## src/rtl/pipe_ctrl_pkg.sv

```systemverilog
// Shared types and defaults for the pipeline control unit.
// No logic and no latency of its own; holds definitions used by the control-unit files.
// No flow control here; the hold/flush semantics live in pipe_hazard_ctrl.
package pipe_ctrl_pkg;

    localparam int REG_W_DEF   = 3;
    localparam int MULTI_N_DEF = 8;

    typedef enum logic {
        ST_IDLE  = 1'b0,
        ST_MULTI = 1'b1
    } state_t;

    // Control word written into RR/EX on a bubble: every enable low.
    typedef struct packed {
        logic valid;
        logic rf_wr_en;
        logic mem_rd_en;
        logic mem_wr_en;
    } rr_ctrl_t;

    localparam rr_ctrl_t RR_CTRL_NOP = '0;

    // The micro-op ordinal counter gets one spare bit so that a full bitmap never wraps.
    function automatic int multi_off_width(input int multi_n);
        return $clog2(multi_n) + 1;
    endfunction

endpackage

```

## src/rtl/pipe_hazard_ctrl_lsb_first_enc.sv

```systemverilog
// Lowest-set-bit encoder: index of the lowest set bit, the bitmap with that bit cleared, single-bit flag.
// Purely combinational, zero latency.
// No flow control; evaluates whatever bitmap it is given every cycle.
module lsb_first_enc #(
    parameter int N     = 8,
    parameter int IDX_W = 3
) (
    input  logic [N-1:0]     bitmap_i,
    output logic [IDX_W-1:0] idx_o,
    output logic [N-1:0]     rest_o,
    output logic             single_o
);

    // Scan from the top down so that the last hit, the lowest bit, wins.
    always_comb begin
        idx_o = '0;
        for (int i = N - 1; i >= 0; i--) begin
            if (bitmap_i[i]) begin
                idx_o = IDX_W'(i);
            end
        end
    end

    assign rest_o   = bitmap_i & (bitmap_i - N'(1));
    assign single_o = (|bitmap_i) & ~(|rest_o);

endmodule

```

## src/rtl/pipe_hazard_ctrl.sv

```systemverilog
// Pipeline control: load-use stalls (only with HAZ_LOAD_USE_STALL_EN), EX redirect flushes, LM/SM micro-op sequencing.
// Outputs combinational from registered state and current inputs; a k-register LM/SM holds the front end for k cycles.
// Stalls hold IF and ID; bubble_rr injects a nop into RR/EX; ex_redirect overrides everything.
module pipe_hazard_ctrl
    import pipe_ctrl_pkg::*;
#(
    parameter int REG_W   = REG_W_DEF,
    parameter int MULTI_N = MULTI_N_DEF
) (
    input  logic                       clk,
    input  logic                       rst,
    input  logic                       id_valid,
    input  logic [REG_W-1:0]           id_src1,
    input  logic [REG_W-1:0]           id_src2,
    input  logic                       id_use1,
    input  logic                       id_use2,
    input  logic                       id_multi,
    input  logic [MULTI_N-1:0]         id_bitmap,
    input  logic                       rr_valid,
    input  logic                       rr_is_load,
    input  logic                       rr_wr_en,
    input  logic [REG_W-1:0]           rr_dest,
    input  logic                       ex_redirect,
    output logic                       stall_if,
    output logic                       stall_id,
    output logic                       bubble_rr,
    output logic                       flush_id,
    output logic                       flush_rr,
    output logic                       multi_busy,
    output logic [REG_W-1:0]           multi_reg,
    output logic [$clog2(MULTI_N):0]   multi_off,
    output logic                       multi_last
);

    localparam int OFF_W = multi_off_width(MULTI_N);

    state_t             state_q, state_d;
    logic [MULTI_N-1:0] pend_q, pend_d;
    logic [OFF_W-1:0]   off_q, off_d;

    logic [REG_W-1:0]   enc_idx;
    logic [MULTI_N-1:0] enc_rest;
    logic               enc_single;
    logic               load_use;
    logic               accept;

    lsb_first_enc #(
        .N     (MULTI_N),
        .IDX_W (REG_W)
    ) u_enc (
        .bitmap_i (pend_q),
        .idx_o    (enc_idx),
        .rest_o   (enc_rest),
        .single_o (enc_single)
    );

`ifdef HAZ_LOAD_USE_STALL_EN
    assign load_use = rr_valid & rr_is_load & rr_wr_en & id_valid &
                      ((id_use1 & (id_src1 == rr_dest)) |
                       (id_use2 & (id_src2 == rr_dest)));
`else
    // Compiler-scheduled code: the RR-side hazard inputs are intentionally ignored.
    logic unused_haz_in;
    assign unused_haz_in = ^{rr_valid, rr_is_load, rr_wr_en, rr_dest,
                             id_src1, id_src2, id_use1, id_use2};
    assign load_use = 1'b0;
`endif

    // An empty bitmap is not a sequence; it simply flows down the pipe as a nop.
    assign accept = id_valid & id_multi & (|id_bitmap);

    always_ff @(posedge clk) begin
        if (rst) begin
            state_q <= ST_IDLE;
            pend_q  <= '0;
            off_q   <= '0;
        end else begin
            state_q <= state_d;
            pend_q  <= pend_d;
            off_q   <= off_d;
        end
    end

    always_comb begin
        state_d = state_q;
        pend_d  = pend_q;
        off_d   = off_q;
        if (ex_redirect) begin
            state_d = ST_IDLE;
            pend_d  = '0;
            off_d   = '0;
        end else begin
            case (state_q)
                ST_IDLE: begin
                    if (!load_use && accept) begin
                        state_d = ST_MULTI;
                        pend_d  = id_bitmap;
                        off_d   = '0;
                    end
                end
                ST_MULTI: begin
                    pend_d = enc_rest;
                    off_d  = off_q + OFF_W'(1);
                    if (enc_single) begin
                        state_d = ST_IDLE;
                        off_d   = '0;
                    end
                end
                default: begin
                    state_d = ST_IDLE;
                    pend_d  = '0;
                    off_d   = '0;
                end
            endcase
        end
    end

    // Reset forces every control low in the same cycle, whatever the state or inputs.
    always_comb begin
        stall_if   = 1'b0;
        stall_id   = 1'b0;
        bubble_rr  = 1'b0;
        flush_id   = 1'b0;
        flush_rr   = 1'b0;
        multi_busy = 1'b0;
        multi_reg  = '0;
        multi_off  = '0;
        multi_last = 1'b0;
        if (!rst) begin
            if (ex_redirect) begin
                flush_id = 1'b1;
                flush_rr = 1'b1;
            end else begin
                case (state_q)
                    ST_IDLE: begin
                        if (load_use || accept) begin
                            stall_if  = 1'b1;
                            stall_id  = 1'b1;
                            bubble_rr = 1'b1;
                        end
                    end
                    ST_MULTI: begin
                        multi_busy = 1'b1;
                        multi_reg  = enc_idx;
                        multi_off  = off_q;
                        multi_last = enc_single;
                        stall_if   = ~enc_single;
                        stall_id   = ~enc_single;
                    end
                    default: begin
                        stall_if = 1'b0;
                    end
                endcase
            end
        end
    end

endmodule
```

## config.mk

```make
export PLATFORM = sky130hd
export DESIGN_NAME = pipe_hazard_ctrl
export DESIGN_NICKNAME = d
export VERILOG_FILES = /design/src/rtl/pipe_ctrl_pkg.sv /design/src/rtl/pipe_hazard_ctrl_lsb_first_enc.sv /design/src/rtl/pipe_hazard_ctrl.sv
export SDC_FILE = /design/constraint.sdc
export NUM_CORES = 1
export LEC_CHECK = 0
export ABC_CLOCK_PERIOD_IN_PS = 5200
export CORE_UTILIZATION = 44
export CTS_BUF_LIST = sky130_fd_sc_hd__clkbuf_4
export DETAILED_ROUTE_END_ITERATION = 10
export MAX_ROUTING_LAYER = met4
export PLACE_DENSITY = 0.87
export SLEW_MARGIN = 20
export SYNTH_ARGS = -nofsm -noshare
export SYNTH_HDL_FRONTEND = slang
export SYNTH_SLANG_ARGS = --single-unit
```

## constraint.sdc

```tcl
create_clock -name clk -period 5.2 [get_ports clk]
set_clock_uncertainty 0.15 [all_clocks]
set_input_delay 0.52 -clock clk [delete_from_list [all_inputs] [get_ports clk]]
set_output_delay 0.52 -clock clk [all_outputs]
set_load 0.005 [all_outputs]
```

==> After elaboration in Yosys (flattened, before gate mapping) <==
Index checks and enable logic that the tools add are counted.
{ "word_totals": {"register_bits": 13, "input_bits": 27, "out_inout_bits": 14} }
{ "op_classes": {"eq_ne": 1, "n_reduce_logical": 4, "bitwise": 7, "muxes": 36, "addsub": 2} }
{ "ops": {"columns": ["op", "n"], "rows": [
  ["$mux W3", 11],
  ["$reduce_or A8 Y1", 3],
  ["$mux W4", 5],
  ["$pmux W8 S2", 1],
  ["$mux W1", 15],
  ["$and A8 B8 Y8", 1],
  ["$mux W8", 1],
  ["$pmux W4 S2", 1],
  ["$sub A8 B1 Y8 const B", 1],
  ["$add A4 B1 Y4 const B", 1],
  ["$pmux W1 S2", 2],
  ["$and A1 B1 Y1", 3],
  ["$not A1 Y1", 3],
  ["$ne A2 B2 Y1 const B", 1],
  ["$reduce_or A2 Y1", 1]
]} }

==> Depth between registers and ports, before layout <==
Gate-level depths: netlist of run 1.
{ "logic_depth": {"depth_word": 11, "mapped_depth": 6, "ltp_nobuf": 5} }

==> Hierarchy <==
A second synthesis of run 1 with hierarchy kept.
{ "hier_totals": {"cells_unflattened": 120, "area_unflattened_um2": 924.6} }
{ "modules_own_cells": {"columns": ["module", "area_per_inst_um2", "cells_each", "n_inst"], "rows": [
  ["pipe_hazard_ctrl", 714.4, 85, 1],
  ["lsb_first_enc", 210.2, 35, 1]
]} }

==> Worst setup path after synthesis of run 1 <==
No wires, ideal clock.
{ "synth_path": {"kind": "reg2out", "from": "register pend_q[2]", "to": "output stall_if", "path_stages_with_launch": 7, "arrival_ns": 1.745, "n_path_buf": 1, "required_ns": 4.530, "setup_slack_ns": 2.785, "path_cell_list": "dfxtp_1 or3_4 or3_1 a31oi_2 nor2_2 o22ai_1 buf_4"} }
{ "synth_via": {"elab_chain_len": 9} }
{ "synth_rtl": {"columns": ["element", "line", "text"], "rows": [
  ["from (decl)", "pipe_hazard_ctrl.sv:38", "logic [MULTI_N-1:0] pend_q, pend_d;"],
  ["from (signal assigned)", "pipe_hazard_ctrl.sv:79", "pend_q <= pend_d;"],
  ["$sub A8 B1 Y8", "pipe_hazard_ctrl_lsb_first_enc.sv:24", "assign rest_o = bitmap_i & (bitmap_i - N'(1));"],
  ["$and A8 B8 Y8", "pipe_hazard_ctrl_lsb_first_enc.sv:24", null],
  ["$reduce_or A8 Y1", "pipe_hazard_ctrl_lsb_first_enc.sv:25", "assign single_o = (|bitmap_i) & ~(|rest_o);"],
  ["$not A1 Y1", "pipe_hazard_ctrl_lsb_first_enc.sv:25", null],
  ["$and A1 B1 Y1 (*)", "pipe_hazard_ctrl_lsb_first_enc.sv:25", null],
  ["$not A1 Y1 (*)", null, null],
  ["$pmux W1 S2 (*)", null, null],
  ["$mux W1 (*) (2 in a row)", null, null],
  ["to (decl)", "pipe_hazard_ctrl.sv:24", "output logic stall_if,"]
]} }
Mark *: on every way between the ends. The rest lies on a longest branch, timed or not.

==> Worst setup path in the final report of run 1 <==
{ "layout_path": {"from": "input id_bitmap[7]", "to": "output stall_id"} }
{ "layout_via": {"elab_chain_len": 6} }
{ "layout_rtl": {"columns": ["element", "line", "text"], "rows": [
  ["from (decl)", "pipe_hazard_ctrl.sv:18", "input logic [MULTI_N-1:0] id_bitmap,"],
  ["$reduce_or A8 Y1", "pipe_hazard_ctrl.sv:70", "assign accept = id_valid & id_multi & (|id_bitmap);"],
  ["$and A1 B1 Y1", "pipe_hazard_ctrl.sv:70", null],
  ["$mux W1", "pipe_hazard_ctrl.sv:136", "if (load_use || accept) begin"],
  ["$pmux W1 S2", "pipe_hazard_ctrl.sv:134", "case (state_q)"],
  ["$mux W1", "pipe_hazard_ctrl.sv:130", "if (ex_redirect) begin"],
  ["$mux W1", "pipe_hazard_ctrl.sv:129", "if (!rst) begin"],
  ["to (decl)", "pipe_hazard_ctrl.sv:25", "output logic stall_id,"]
]} }
No other way between the ends.

==> flow_summary_export.csv, run 1 <==
group,metric,value,unit
routing,vias_per_cell,5.677,
routing,antenna_left,0,
routing,wl_met1,953,um
die,die-area,2063,sq um
power,power_density,190.9,nW/um^2
timing,fmax,0.3076,GHz
outcome,status,"finished, final reports clean",
clock_tree,cts-htree-levels,1,
die,io_pins,41,
hold_path,hold_class,"flop to flop",
synthesis,ys_top_cells_by_area,"dfxtp_1 31%, a21oi_1 6.0%, nand3_1 6.0%, nor2_1 5.4%, nand2_1 5.0%",
grt,grt_pass1_vias,790,
synthesis,synth_seq_cells,13,
hold_path,hold_path_depth,2,
clock_tree,hold_buffers,0,
die,die_x,45.42,um
timing,rsz0062_at_grt,"no",
synthesis,synth_top_area_share,31.37,%
grt,grt_overflow_total,0,
critical_path,endpoint_kind,"output port",
synthesis,post_synth_num_cell_types,36,
critical_path,worstPathRequired,4.53,ns
clock_tree,post_cts_buffers,0,
cells_and_area,area_growth,34.69,%
synthesis,synthCells,113,
die,num_rows,15,
routing,top_layer,"met4",
routing,drc,0,
routing,wl_per_cell,13.08,um
synthesis,post_synth_and_or_nand_nor_area_fraction,36.50,%
timing,period_minus_slack,3.251,ns
grt,antenna_found_initial,0,
clock_tree,numCtsBuffers,3,
synthesis,synth_warnings,0,
timing,fin_tns_setup,0,ns
synthesis,yosysTopAreaCell,"dfxtp_1",
synthesis,synth-xor-area-share,0,%
routing,routed-wl-met2,1.021,mm
place,port_buffers,26,
timing,slew_violations,0,
grt,grt_max_degree,18,
synthesis,synth_top_family_by_area,"simple AND/OR/NAND/NOR gates",
cells_and_area,layout-drive-gt1-share,8.824,%
critical_path,start_kind,"input pin",
synthesis,synth_compound_area_share,22.32,%
clock_tree,cts_sinks,13,
synthesis,synthMuxAreaShare,1.207,%
job,maxCapViolCount,0,
timing,relSlewSlack,66.27,%
grt,grt_pass1_wl,3.415,mm
synthesis,syn_area,829.5,sq um
cells_and_area,utilization,64.01,%
power,p_leak,0.3904,nW
timing,setup_viol,0,
synthesis,synthAdderAreaFrac,2.715,%
clock_tree,cts-root-buf,"clkbuf_4",
routing,wl_met3,90,um
critical_path,crit_path_max_fanout,9,
synthesis,syn_area_per_cell,7.341,sq um
cells_and_area,diodes,0,
place,hpwlAfterDp,1.590,mm
clock_tree,clkTransAtPathRegs,0.07,ns
timing,fin_crit_sh,62.52,%
cells_and_area,nets,165,
clock_tree,clk_latency,0.29,ns
timing,hold_viol,0,
die,die-height,45.42,um
power,ir_worst_vdd,0.0001693,V
routing,routed_wl,2.106,mm
die,start_util,47.53,%
critical_path,path_class,"input pin to output port",
clock_tree,cts_resized,0,
clock_tree,tritoncts,"yes",
synthesis,ys_seq_area_share,31.37,%
timing,worstMarginPinSlew,0.4932,ns
die,coreArea,1745,sq um
routing,dr.pass1.iters,4,
critical_path,rr_worst_depth,5,
place,gp_congestion,0.8230,
synthesis,syn_nets,141,
routing,first_iter_violations,19,
routing,vias,914,
grt,grt_usage,23.89,%
critical_path,crit_arrival,2.58,ns
clock_tree,max-clock-path-buffers,2,
[per-stage QoR]
| step | instance area [sq um] | hold slack, ns | power [mW] | setup slack, ns | instances |
|---|---|---|---|---|---|
| after global routing | 1117 | 0.4039 | 0.2229 | 1.771 | 161 |
| after CTS | 1117 | 0.3741 | 0.2136 | 1.962 | 161 |
| after global placement | 1087 | 0.3510 | 0.1434 | 2.030 | 157 |
| final | 1117 | 0.3771 | 0.2133 | 1.949 | 161 |
| after detailed placement | 1087 | 0.3618 | 0.1446 | 1.971 | 157 |
| after floorplan | 829.5 | 0.3284 | 0.1277 | 2.785 | 113 |
[cell usage after synthesis, drive strengths merged]
master   number
a2111oi       1
a211oi        1
a21o          1
a21oi        10
a22oi         1
a31oi         1
and2          1
and3          5
buf           2
clkbuf        5
dfxtp        13
ha            1
inv           4
maj3          1
mux2i         1
nand2        11
nand2b        2
nand3        10
nand3b        1
nor2         13
nor2b         1
nor3          6
nor4          4
o211ai        1
o21a          1
o21ai         5
o21bai        1
o22ai         3
o311ai        1
o41ai         1
or2           2
or3           2
[power breakdown]
group	switching (mW)	total, mW	internal (mW)
Clock	0.0354	0.0704	0.0350
Combinational	0.0190	0.0381	0.0191
Sequential	0.00354	0.105	0.101
Total	0.0579	0.213	0.155
[cells by family (layout without fill, tap and decap cells)]
kind of cell | Yosys count | after routing
simple gates | 58 | 58
fa+ha+maj | 2 | 2
buf+inv | 11 | 34
flops | 13 | 13
compound gates | 28 | 28
mux | 1 | 1
[cell type report]
| class | count | area (sq um) |
|---|---|---|
| Multi-Input combinational cell | 89 | 520.5 |
| Timing Repair Buffer | 26 | 260.3 |
| Clock buffer | 4 | 30.03 |
| Tap cell | 25 | 31.28 |
| Inverter | 4 | 15.01 |
| Fill cell | 159 | 628.1 |
| Sequential cell | 13 | 260.3 |
[final timing paths]
path | start | slack, ns | endpoint
hold / removal | off_q[1]$_SDFFE_PP0P_ | 0.38 | off_q[1]$_SDFFE_PP0P_
setup reg to reg | pend_q[2]$_SDFFE_PP0P_ | 3.23 | off_q[0]$_SDFFE_PP0P_
setup / recovery | id_bitmap[7] | 1.95 | stall_id
hold reg to reg | off_q[1]$_SDFFE_PP0P_ | 0.38 | off_q[1]$_SDFFE_PP0P_
[registers in the layout (all words and copies together) (netlist names)]
| register | flops |
|---|---|
| off_q | 4 |
| pend_q | 8 |
| state_q | 1 |
[layer usage]
layer  vias up  GRT usage [%]
met1       423          29.14
met3         6          6.349
met2        30          37.71
met5         -              -
met4         0          8.485
li1        455              -
[worst max-delay path: stages]
cell and delay [ns]:
clkdlybuf4s50_1 0.50, nor4_1 0.06, a21oi_1 0.37, nand2_1 0.33, o22ai_1 0.26, clkdlybuf4s50_1 0.54
[layout by cell type (no fill, tap or decap), types with 3 or more instances in the layout]
cell | Yosys | final
inv_1 | 4 | 4
nand3_1 | 10 | 10
nand2_1 | 11 | 11
a21oi_1 | 10 | 10
o21ai_0 | 5 | 5
clkbuf_4 | 0 | 4
nor4_1 | 3 | 3
nor2_1 | 12 | 12
dfxtp_1 | 13 | 13
clkdlybuf4s50_1 | 0 | 26
and3_1 | 5 | 5
o22ai_1 | 3 | 3
nor3_1 | 5 | 5
Power figures use the tool's default switching activity.
==> inputs of run 2 (changes only) <==
--- a/config.mk
+++ b/config.mk
@@ -5,12 +5,12 @@
 export SDC_FILE = /design/constraint.sdc
 export NUM_CORES = 1
 export LEC_CHECK = 0
-export ABC_CLOCK_PERIOD_IN_PS = 5200
-export CORE_UTILIZATION = 44
+export ABC_CLOCK_PERIOD_IN_PS = 3000
+export CORE_UTILIZATION = 41
 export CTS_BUF_LIST = sky130_fd_sc_hd__clkbuf_4
 export DETAILED_ROUTE_END_ITERATION = 10
 export MAX_ROUTING_LAYER = met4
-export PLACE_DENSITY = 0.87
+export PLACE_DENSITY = 0.81
 export SLEW_MARGIN = 20
 export SYNTH_ARGS = -nofsm -noshare
 export SYNTH_HDL_FRONTEND = slang
==> constraint.sdc (replaced) <==
create_clock -name clk -period 3 [get_ports clk]
set_clock_uncertainty 0.15 [all_clocks]
set_input_delay 0.3 -clock clk [delete_from_list [all_inputs] [get_ports clk]]
set_output_delay 0.3 -clock clk [all_outputs]
set_load 0.005 [all_outputs]
==> flow_summary_export.csv, run 2 (synthesis results as in run 1) <==
group,metric,value,unit
cells_and_area,top_regs,"pend_q (8), off_q (4), state_q (1)",
die,io_pins,41,
timing,setup_viol,0,
clock_tree,cts_sinks,13,
cells_and_area,final_common_cell,"clkdlybuf4s50_1",
routing,dr.pass1.iters,4,
timing,slew_violations,0,
cells_and_area,regArea,260.3,sq um
timing,hold_viol,0,
cells_and_area,final_cell_mix,"26 x clkdlybuf4s50_1, 13 x dfxtp_1, 12 x nor2_1",
clock_tree,post_cts_buffers,0,
power,comb_power_share,19.4,%
routing,drc,0,
grt,top_usage_layer,"met2",
place,dp_slack,0.3352,ns
power,netSwitchingPower,97.69,uW
clock_tree,max-clock-path-buffers,2,
power,power.internal,272.1,uW
cells_and_area,diodes,0,
timing,fin_ws,0.1152,ns
grt,antenna_found_initial,0,
cells_and_area,area_growth,39.07,%
cells_and_area,regMostFlops,"pend_q",
clock_tree,clkTransAtPathRegs,0.08,ns
routing,vias,914,
die,die-area,2207,sq um
timing,fin_tns_setup,0,ns
die,die-height,46.98,um
cells_and_area,fin_area,1154,sq um
place,port_buffers,26,
critical_path,critPathTopFamily,"simple AND/OR/NAND/NOR gates",
power,p_leak,0.4061,nW
outcome,status,"finished, final reports clean",
critical_path,crit_chain,"or3_4 -> or3_1 -> a31oi_4 -> nor2_2 -> o22ai_2 -> clkdlybuf4s50_1",
critical_path,start_kind,"flop",
power,ir_worst_vdd,0.0002959,V
timing,rsz0062_at_grt,"no",
clock_tree,cts-root-buf,"clkbuf_4",
routing,wl_per_cell,13.52,um
die,coreArea,1802,sq um
timing,fmax,0.3466,GHz
grt,use_met2,37.50,%
critical_path,worstPathRequired,2.55,ns
power,seq_power_share,49.1,%
critical_path,crit_path_max_fanout,6,
grt,grt_max_degree,18,
hold_path,hold_class,"flop to flop",
power,power_density,320.6,nW/um^2
grt,grt_pass1_vias,812,
place,hpwlAfterDp,1.652,mm
clock_tree,cts-htree-levels,1,
power,sw_frac_of_total,26.41,%
clock_tree,clk_latency,0.27,ns
cells_and_area,largest_reg_flops,8,
routing,vias_per_cell,5.607,
critical_path,endpoint_kind,"output port",
grt,grt_overflow_total,0,
clock_tree,numCtsBuffers,3,
place,place_area,1102,sq um
die,start_util,46.04,%
grt,use_met1,27.91,%
timing,period_minus_slack,2.885,ns
clock_tree,tritoncts,"yes",
routing,antenna_left,0,
grt,met3_usage,3.846,%
timing,fin_crit_sh,96.16,%
critical_path,cp_num_buf_inv,1,
place,gp_congestion,0.8018,
routing,first_iter_violations,35,
critical_path,path_class,"flop to output port",
power,clkPwrFrac,31.5,%
die,die_x,46.98,um
critical_path,crit_arrival,2.43,ns
routing,routed_wl,2.204,mm
critical_path,worst_path_max_delay_cell,"clkdlybuf4s50_1",
timing,holdWs,0.4029,ns
cells_and_area,fillCellCount,171,
grt,grt_usage,22.61,%
die,num_rows,15,
cells_and_area,layout-drive-gt1-share,11.59,%
grt,grt_pass1_wl,3.491,mm
timing,relSlewSlack,66.62,%
cells_and_area,nets,167,
job,maxCapViolCount,0,
timing,worstMarginPinSlew,0.5000,ns
cells_and_area,multi_input_area,541.8,sq um
critical_path,cp_slowest_stage_delay,0.53,ns
run 2: changes by cell type in the layout (fill, tap and decap cells not counted):
cell       delta
o22ai_2       +1
a2111oi_0     -1
a2111oi_2     +1
a31oi_4       +1
o22ai_1       -1
buf_4         +2
a31oi_2       -1
run 2: worst register-to-register path, cell delays in order (launching register included):
cell	delay, ns
dfxtp_1	0.37
or3_4	0.44
or3_1	0.37
a31oi_4	0.20
nor2_2	0.10
o41ai_2	0.20
run 2: final cells by class:
class,instances,share of cell area (%)
Multi-Input combinational cell,89,46.96
Timing Repair Buffer,28,23.86
Sequential cell,13,22.56
Tap cell,25,2.711
Clock buffer,4,2.603
Inverter,4,1.302
run 2: path summary, 6_finish.rpt:
kind | endpoint | startpoint | slack, ns | cells after the start
setup / recovery | stall_id | pend_q[2]$_SDFFE_PP0P_ | 0.12 | 6
hold / removal | off_q[1]$_SDFFE_PP0P_ | off_q[1]$_SDFFE_PP0P_ | 0.40 | 2
setup reg to reg | off_q[0]$_SDFFE_PP0P_ | pend_q[2]$_SDFFE_PP0P_ | 1.09 | 5
hold reg to reg | off_q[1]$_SDFFE_PP0P_ | off_q[1]$_SDFFE_PP0P_ | 0.40 | 2
run 2: repair_timing:
action | 4_1_cts | 5_1_grt
hold buffers | 0 | 0
endpoints found under the setup margin | 0 | 2
resized for setup | 0 | 4
endpoints found under the hold margin | 0 | 0
run 2: layer usage:
layer | up-vias | wire length, um
li1 | 460 | -
met5 | - | 0
met3 | 2 | 93
met4 | 0 | 25
met2 | 30 | 1093
met1 | 422 | 991
run 2: power by group through the flow:
| stage | sequential [mW] | combinational (mW) | clock (mW) |
|---|---|---|---|
| 3_5_place_dp | 0.186 | 0.0677 | 0 |
| 5_1_grt | 0.183 | 0.0781 | 0.127 |
| 6_report | 0.182 | 0.0716 | 0.116 |
| 4_1_cts | 0.181 | 0.0680 | 0.117 |
| 3_3_place_gp | 0.185 | 0.0659 | 0 |
| 2_1_floorplan | 0.182 | 0.0389 | 0 |
run 2: metrics by stage:
stage | cells | total power [mW] | util, %
6_report | 163 | 0.3698 | 64.03
5_1_grt | 163 | 0.3879 | 64.03
4_1_cts | 163 | 0.3668 | 62.85
3_5_place_dp | 159 | 0.2533 | 61.18
3_3_place_gp | 159 | 0.2511 | 61.18
2_1_floorplan | 113 | 0.2213 | -
==> inputs of run 3 (changes only) <==
--- a/config.mk
+++ b/config.mk
@@ -6,12 +6,14 @@
 export NUM_CORES = 1
 export LEC_CHECK = 0
 export ABC_CLOCK_PERIOD_IN_PS = 3000
+export CAP_MARGIN = 20
 export CORE_UTILIZATION = 41
 export CTS_BUF_LIST = sky130_fd_sc_hd__clkbuf_4
+export CTS_CLUSTER_DIAMETER = 30
 export DETAILED_ROUTE_END_ITERATION = 10
 export MAX_ROUTING_LAYER = met4
 export PLACE_DENSITY = 0.81
-export SLEW_MARGIN = 20
+export SLEW_MARGIN = 10
 export SYNTH_ARGS = -nofsm -noshare
 export SYNTH_HDL_FRONTEND = slang
 export SYNTH_SLANG_ARGS = --single-unit
==> results of run 3 <==
The final DEF is identical to that of run 2; final timing and power are the same.
==> edit 1 (flow settings as in run 1) <==
The option `HAZ_LOAD_USE_STALL_EN` is turned on by a define.
--- a/src/rtl/pipe_hazard_ctrl.sv
+++ b/src/rtl/pipe_hazard_ctrl.sv
@@ -1,6 +1,8 @@
 // Pipeline control: load-use stalls (only with HAZ_LOAD_USE_STALL_EN), EX redirect flushes, LM/SM micro-op sequencing.
 // Outputs combinational from registered state and current inputs; a k-register LM/SM holds the front end for k cycles.
 // Stalls hold IF and ID; bubble_rr injects a nop into RR/EX; ex_redirect overrides everything.
+`define HAZ_LOAD_USE_STALL_EN
+
 module pipe_hazard_ctrl
     import pipe_ctrl_pkg::*;
 #(
Function: changed (Yosys sat finds a counterexample within 4 cycles, from zero or initial values).
==> edit 1 against run 1 <==
Sequential cell count did not move; area after synthesis rose by 18%; global-route usage fell by 0.23 points; critical path type unchanged; core utilization rose by 4.9 points; via count rose by 16%; wire length rose by 21%; clock power fell by 2%; power rose by 8.7%; register-to-register slack got worse by 0.17 ns; cell area rose by 25%; worst setup slack improved by 0.086 ns.
==> edit 1: results (changes against run 1) <==
Final Wtd Congestion 0.870 (was 0.823); GR Layer Usage met1 26.8% (was 29.1%); Fmax 316 MHz (was 308 MHz); Max Used Layer met4 (unchanged); crit path DAT 2.49 ns (was 2.58 ns); commonest cells in the netlist dfxtp_1, nand2_1, mux2i_1, nand3_1 (was dfxtp_1, nor2_1, nand2_1); final wirelength 2540 um (was 2110 um); routing usage on met3 5.61% (was 6.35%); post-synthesis mux area share 9.31% (was 1.21%); largest cells by area after synthesis dfxtp_1, mux2i_1, xnor2_1 (was dfxtp_1, a21oi_1, nand3_1); Mean Syn Cell Area 8.11 um2 (was 7.34 um2); worst r2r src pend_q[0] (was pend_q[2]); layout cells sized above 1 6.33% (was 8.82%); row count 16 (was 15); status completed (unchanged); WHS Path Cells 1 (was 2); comb_multi_in 97 (was 89); clock root buffer clkbuf_4 (unchanged); Reg2Reg Setup Slack 3.06 ns (was 3.23 ns); Synth Area in XOR/XNOR 5.36% (was 0%); ClkCell Share 2.16% (was 2.69%); met2 Use GR 39.5% (was 37.7%); Worst Tran Pin Value 0.779 ns (was 0.493 ns); non-clock inverter total of the final layout 3 (was 4); WL met1 1070 um (was 953 um); Multi-input gate area 649 um2 (was 520 um2); dpl cell area 0.00136 mm2 (was 0.00109 mm2); Pleak 0.516 nW (was 0.390 nW); Yosys cell types 39 (was 36); DR WL met2 1290 um (was 1020 um); adder and majority gate portion of the synthesized area 1.28% (was 2.71%); largest net degree at the start of global routing 21 (was 18); vias in the first global route 981 (was 790); DP HPWL 2000 um (was 1590 um); Final nets 187 (was 165); 1st-iter DRT viols 26 (was 19); #FFs+latches synth 13 (unchanged); Reg-to-Reg End off_q[3] (was off_q[0]); nonclk buf count 41 (was 26); crit path from rst (was id_bitmap[7]); Post-Place Worst Slack 2.06 ns (was 1.97 ns); post-synthesis sequential area ratio 26.5% (was 31.4%); Synth warnings 0 (unchanged); hold_ws 0.390 ns (was 0.377 ns); via count 1061 (was 914); Data buffer area share 29.3% (was 23.3%); Max rail drop VDD 0.136 mV (was 0.169 mV); Max FO, Critical Path 20 (was 9); Critical Path Sink stall_if (was stall_id); placed cells 181 (was 157); multi-input combinational area share 46.6% (about the same); Total GRT Usage 23.7% (was 23.9%); first-pass GRT wire length 4330 um (was 3420 um); Compound-Gate Fraction of Synth Area 16.6% (was 22.3%); Routed WL per cell 13.7 um (was 13.1 um); met3 WL 126 um (was 90 um); IO Port Bufs 40 (was 26); # fillers 166 (was 159); Syn Nets 149 (was 141)
## edit 1: changes by cell type in the layout (fill, tap and decap cells not counted), sizes merged, moves of 5 or more
cell / run 1 / this run
clkdlybuf4s50: 26 / 40
mux2i: 1 / 8
xnor2: 0 / 6
nor2: 13 / 8
## edit 1: cell families (layout without fill, tap and decap cells)
group,after synthesis,after routing
adders and majority gates,1,1
xor gates and xnor gates,6,6
buffers and inverters,11,48
DFF,13,13
muxes,9,9
AOI/OAI and AO/OA,22,22
and+or+nand+nor,59,59
## edit 1: power by group
part / internal, mW / switching, mW
Clock: 0.0350 / 0.0341
Combinational: 0.0343 / 0.0231
Sequential: 0.101 / 0.00408
Total: 0.171 / 0.0612
## edit 1: worst max-delay path, cell delays in order
cell and delay (ns):
clkdlybuf4s50_1 0.43, nor2_1 0.11, buf_4 0.22, nand2_1 0.14, or2_1 0.33, o22ai_1 0.19, clkdlybuf4s50_1 0.54
==> edit 2 (settings of run 1) <==
Without the edit above. Reset style: asynchronous (`rst`), changed in one clocked block.
--- a/src/rtl/pipe_hazard_ctrl.sv
+++ b/src/rtl/pipe_hazard_ctrl.sv
@@ -69,7 +69,7 @@
     // An empty bitmap is not a sequence; it simply flows down the pipe as a nop.
     assign accept = id_valid & id_multi & (|id_bitmap);
 
-    always_ff @(posedge clk) begin
+    always_ff @(posedge clk or posedge rst) begin
         if (rst) begin
             state_q <= ST_IDLE;
             pend_q  <= '0;
Function: same outputs for any inputs over 10 cycles, from zero or initial values and one cycle with rst high; that may be too few to reach the edited logic, so the function may still have changed.
==> edit 2 against run 1 <==
Synthesized cell count grew 8.8%; register-to-register slack lost 0.38 ns; worst setup slack lost 0.36 ns; sequential cell count is the same; clock power is essentially flat; power grew 20%; cell area grew 12%; sequential share of layout area grew 2.7 points; count of clock-buffer cells in the layout is the same; maximum frequency shrank 10%; area after synthesis grew 18%; core utilization shrank 2.0 points; wire length grew 20%; highest routed layer unchanged.
==> edit 2: results (changes against run 1) <==
vias in the first global route 966 (was 790); CTS resizes 0 (unchanged); most used flip-flop cell after synthesis dfrtp_1 (was dfxtp_1); hold path startpoint off_q[0] (was off_q[1]); placed cells 166 (was 157); post-DR vias/cell 5.93 (was 5.68); crit path DAT 2.94 ns (was 2.58 ns); Pleak 0.488 nW (was 0.390 nW); largest cells by area after synthesis dfrtp_1, nand2_1, a21oi_1 (was dfxtp_1, a21oi_1, nand3_1); # fillers 172 (was 159); Worst path slowest cell or4_4 (was clkdlybuf4s50_1); dpl cell area 0.00122 mm2 (was 0.00109 mm2); adder and majority gate portion of the synthesized area 2.30% (was 2.71%); GR Layer Usage met1 28.8% (was 29.1%); biggest regs pend_q (8), off_q (4), state_q (1) (unchanged); final wirelength 2530 um (was 2110 um); Total GRT Usage 24.0% (was 23.9%); Reg2Reg Setup Slack 2.85 ns (was 3.23 ns); status completed (unchanged); CP delay by family, top simple AND/OR/NAND/NOR gates (was buffers and inverters); Yosys cell types 37 (was 36); final instance area 0.00125 mm2 (was 0.00112 mm2); Post-Place Worst Slack 1.83 ns (was 1.97 ns); Async S/R FF share, synth 100% (was 0%); post-synthesis sequential area ratio 33.2% (was 31.4%); Compound-Gate Fraction of Synth Area 24.5% (was 22.3%); Syn Nets 151 (was 141); Initial DRT Pass Iterations 4 (unchanged); worst r2r src pend_q[0] (was pend_q[2]); DP HPWL 1820 um (was 1590 um); hold_ws 0.410 ns (was 0.377 ns); layout cells sized above 1 8.39% (was 8.82%); post-synthesis mux area share 3.70% (was 1.21%); final period utilization 69.5% (was 62.5%); crit-path max cell delay 0.62 ns (was 0.54 ns); Final Wtd Congestion 0.810 (was 0.823); via count 1008 (was 914); Worst Tran Pin Value 0.668 ns (was 0.493 ns); Max Buffers Root-to-Sink 2 (unchanged); routing usage on met3 1.25% (was 6.35%); Reg-to-Reg End off_q[2] (was off_q[0]); WHS Path Cells 1 (was 2); 1st-iter DRT viols 42 (was 19); crit path from pend_q[0] (was id_bitmap[7]); Max rail drop VDD 0.152 mV (was 0.169 mV); commonest cells in the netlist nand2_1, dfrtp_1, nor2_1 (was dfxtp_1, nor2_1, nand2_1); first-pass GRT wire length 4380 um (was 3420 um); post-synthesis cell count 123 (was 113); Hold EP off_q[0] (was off_q[1]); met2 Use GR 41.6% (was 37.7%)
==> edit 2: cell count changes in the layout (fill, tap and decap cells not counted), sizes merged, moves of 3 or more <==
cell	before	now
dfrtp	0	13
dfxtp	13	0
nand3	10	3
o21ai	5	9
nand2	11	14
o22ai	3	0
==> edit 2: metal layers <==
layer / wire length (um) / vias up
li1: - / 486
met1: 1080 / 476
met2: 1270 / 40
met3: 135 / 6
met4: 47 / 0
met5: 0 / -
==> edit 2: report_power, final <==
group / switching, mW / leakage (nW) / total (mW) / internal [mW]
clock network: 0.0352 / 0.0184 / 0.0702 / 0.0350
logic: 0.0343 / 0.292 / 0.0677 / 0.0334
registers: 0.0115 / 0.178 / 0.117 / 0.106
==> edit 2: layout make-up <==
class / count / area share [%]
multi-input cells: 93 / 45.8
well taps: 27 / 2.69
clock buffers: 4 / 2.40
flip-flops and latches: 13 / 25.9
repair buffers: 27 / 21.4
inverters: 6 / 1.80
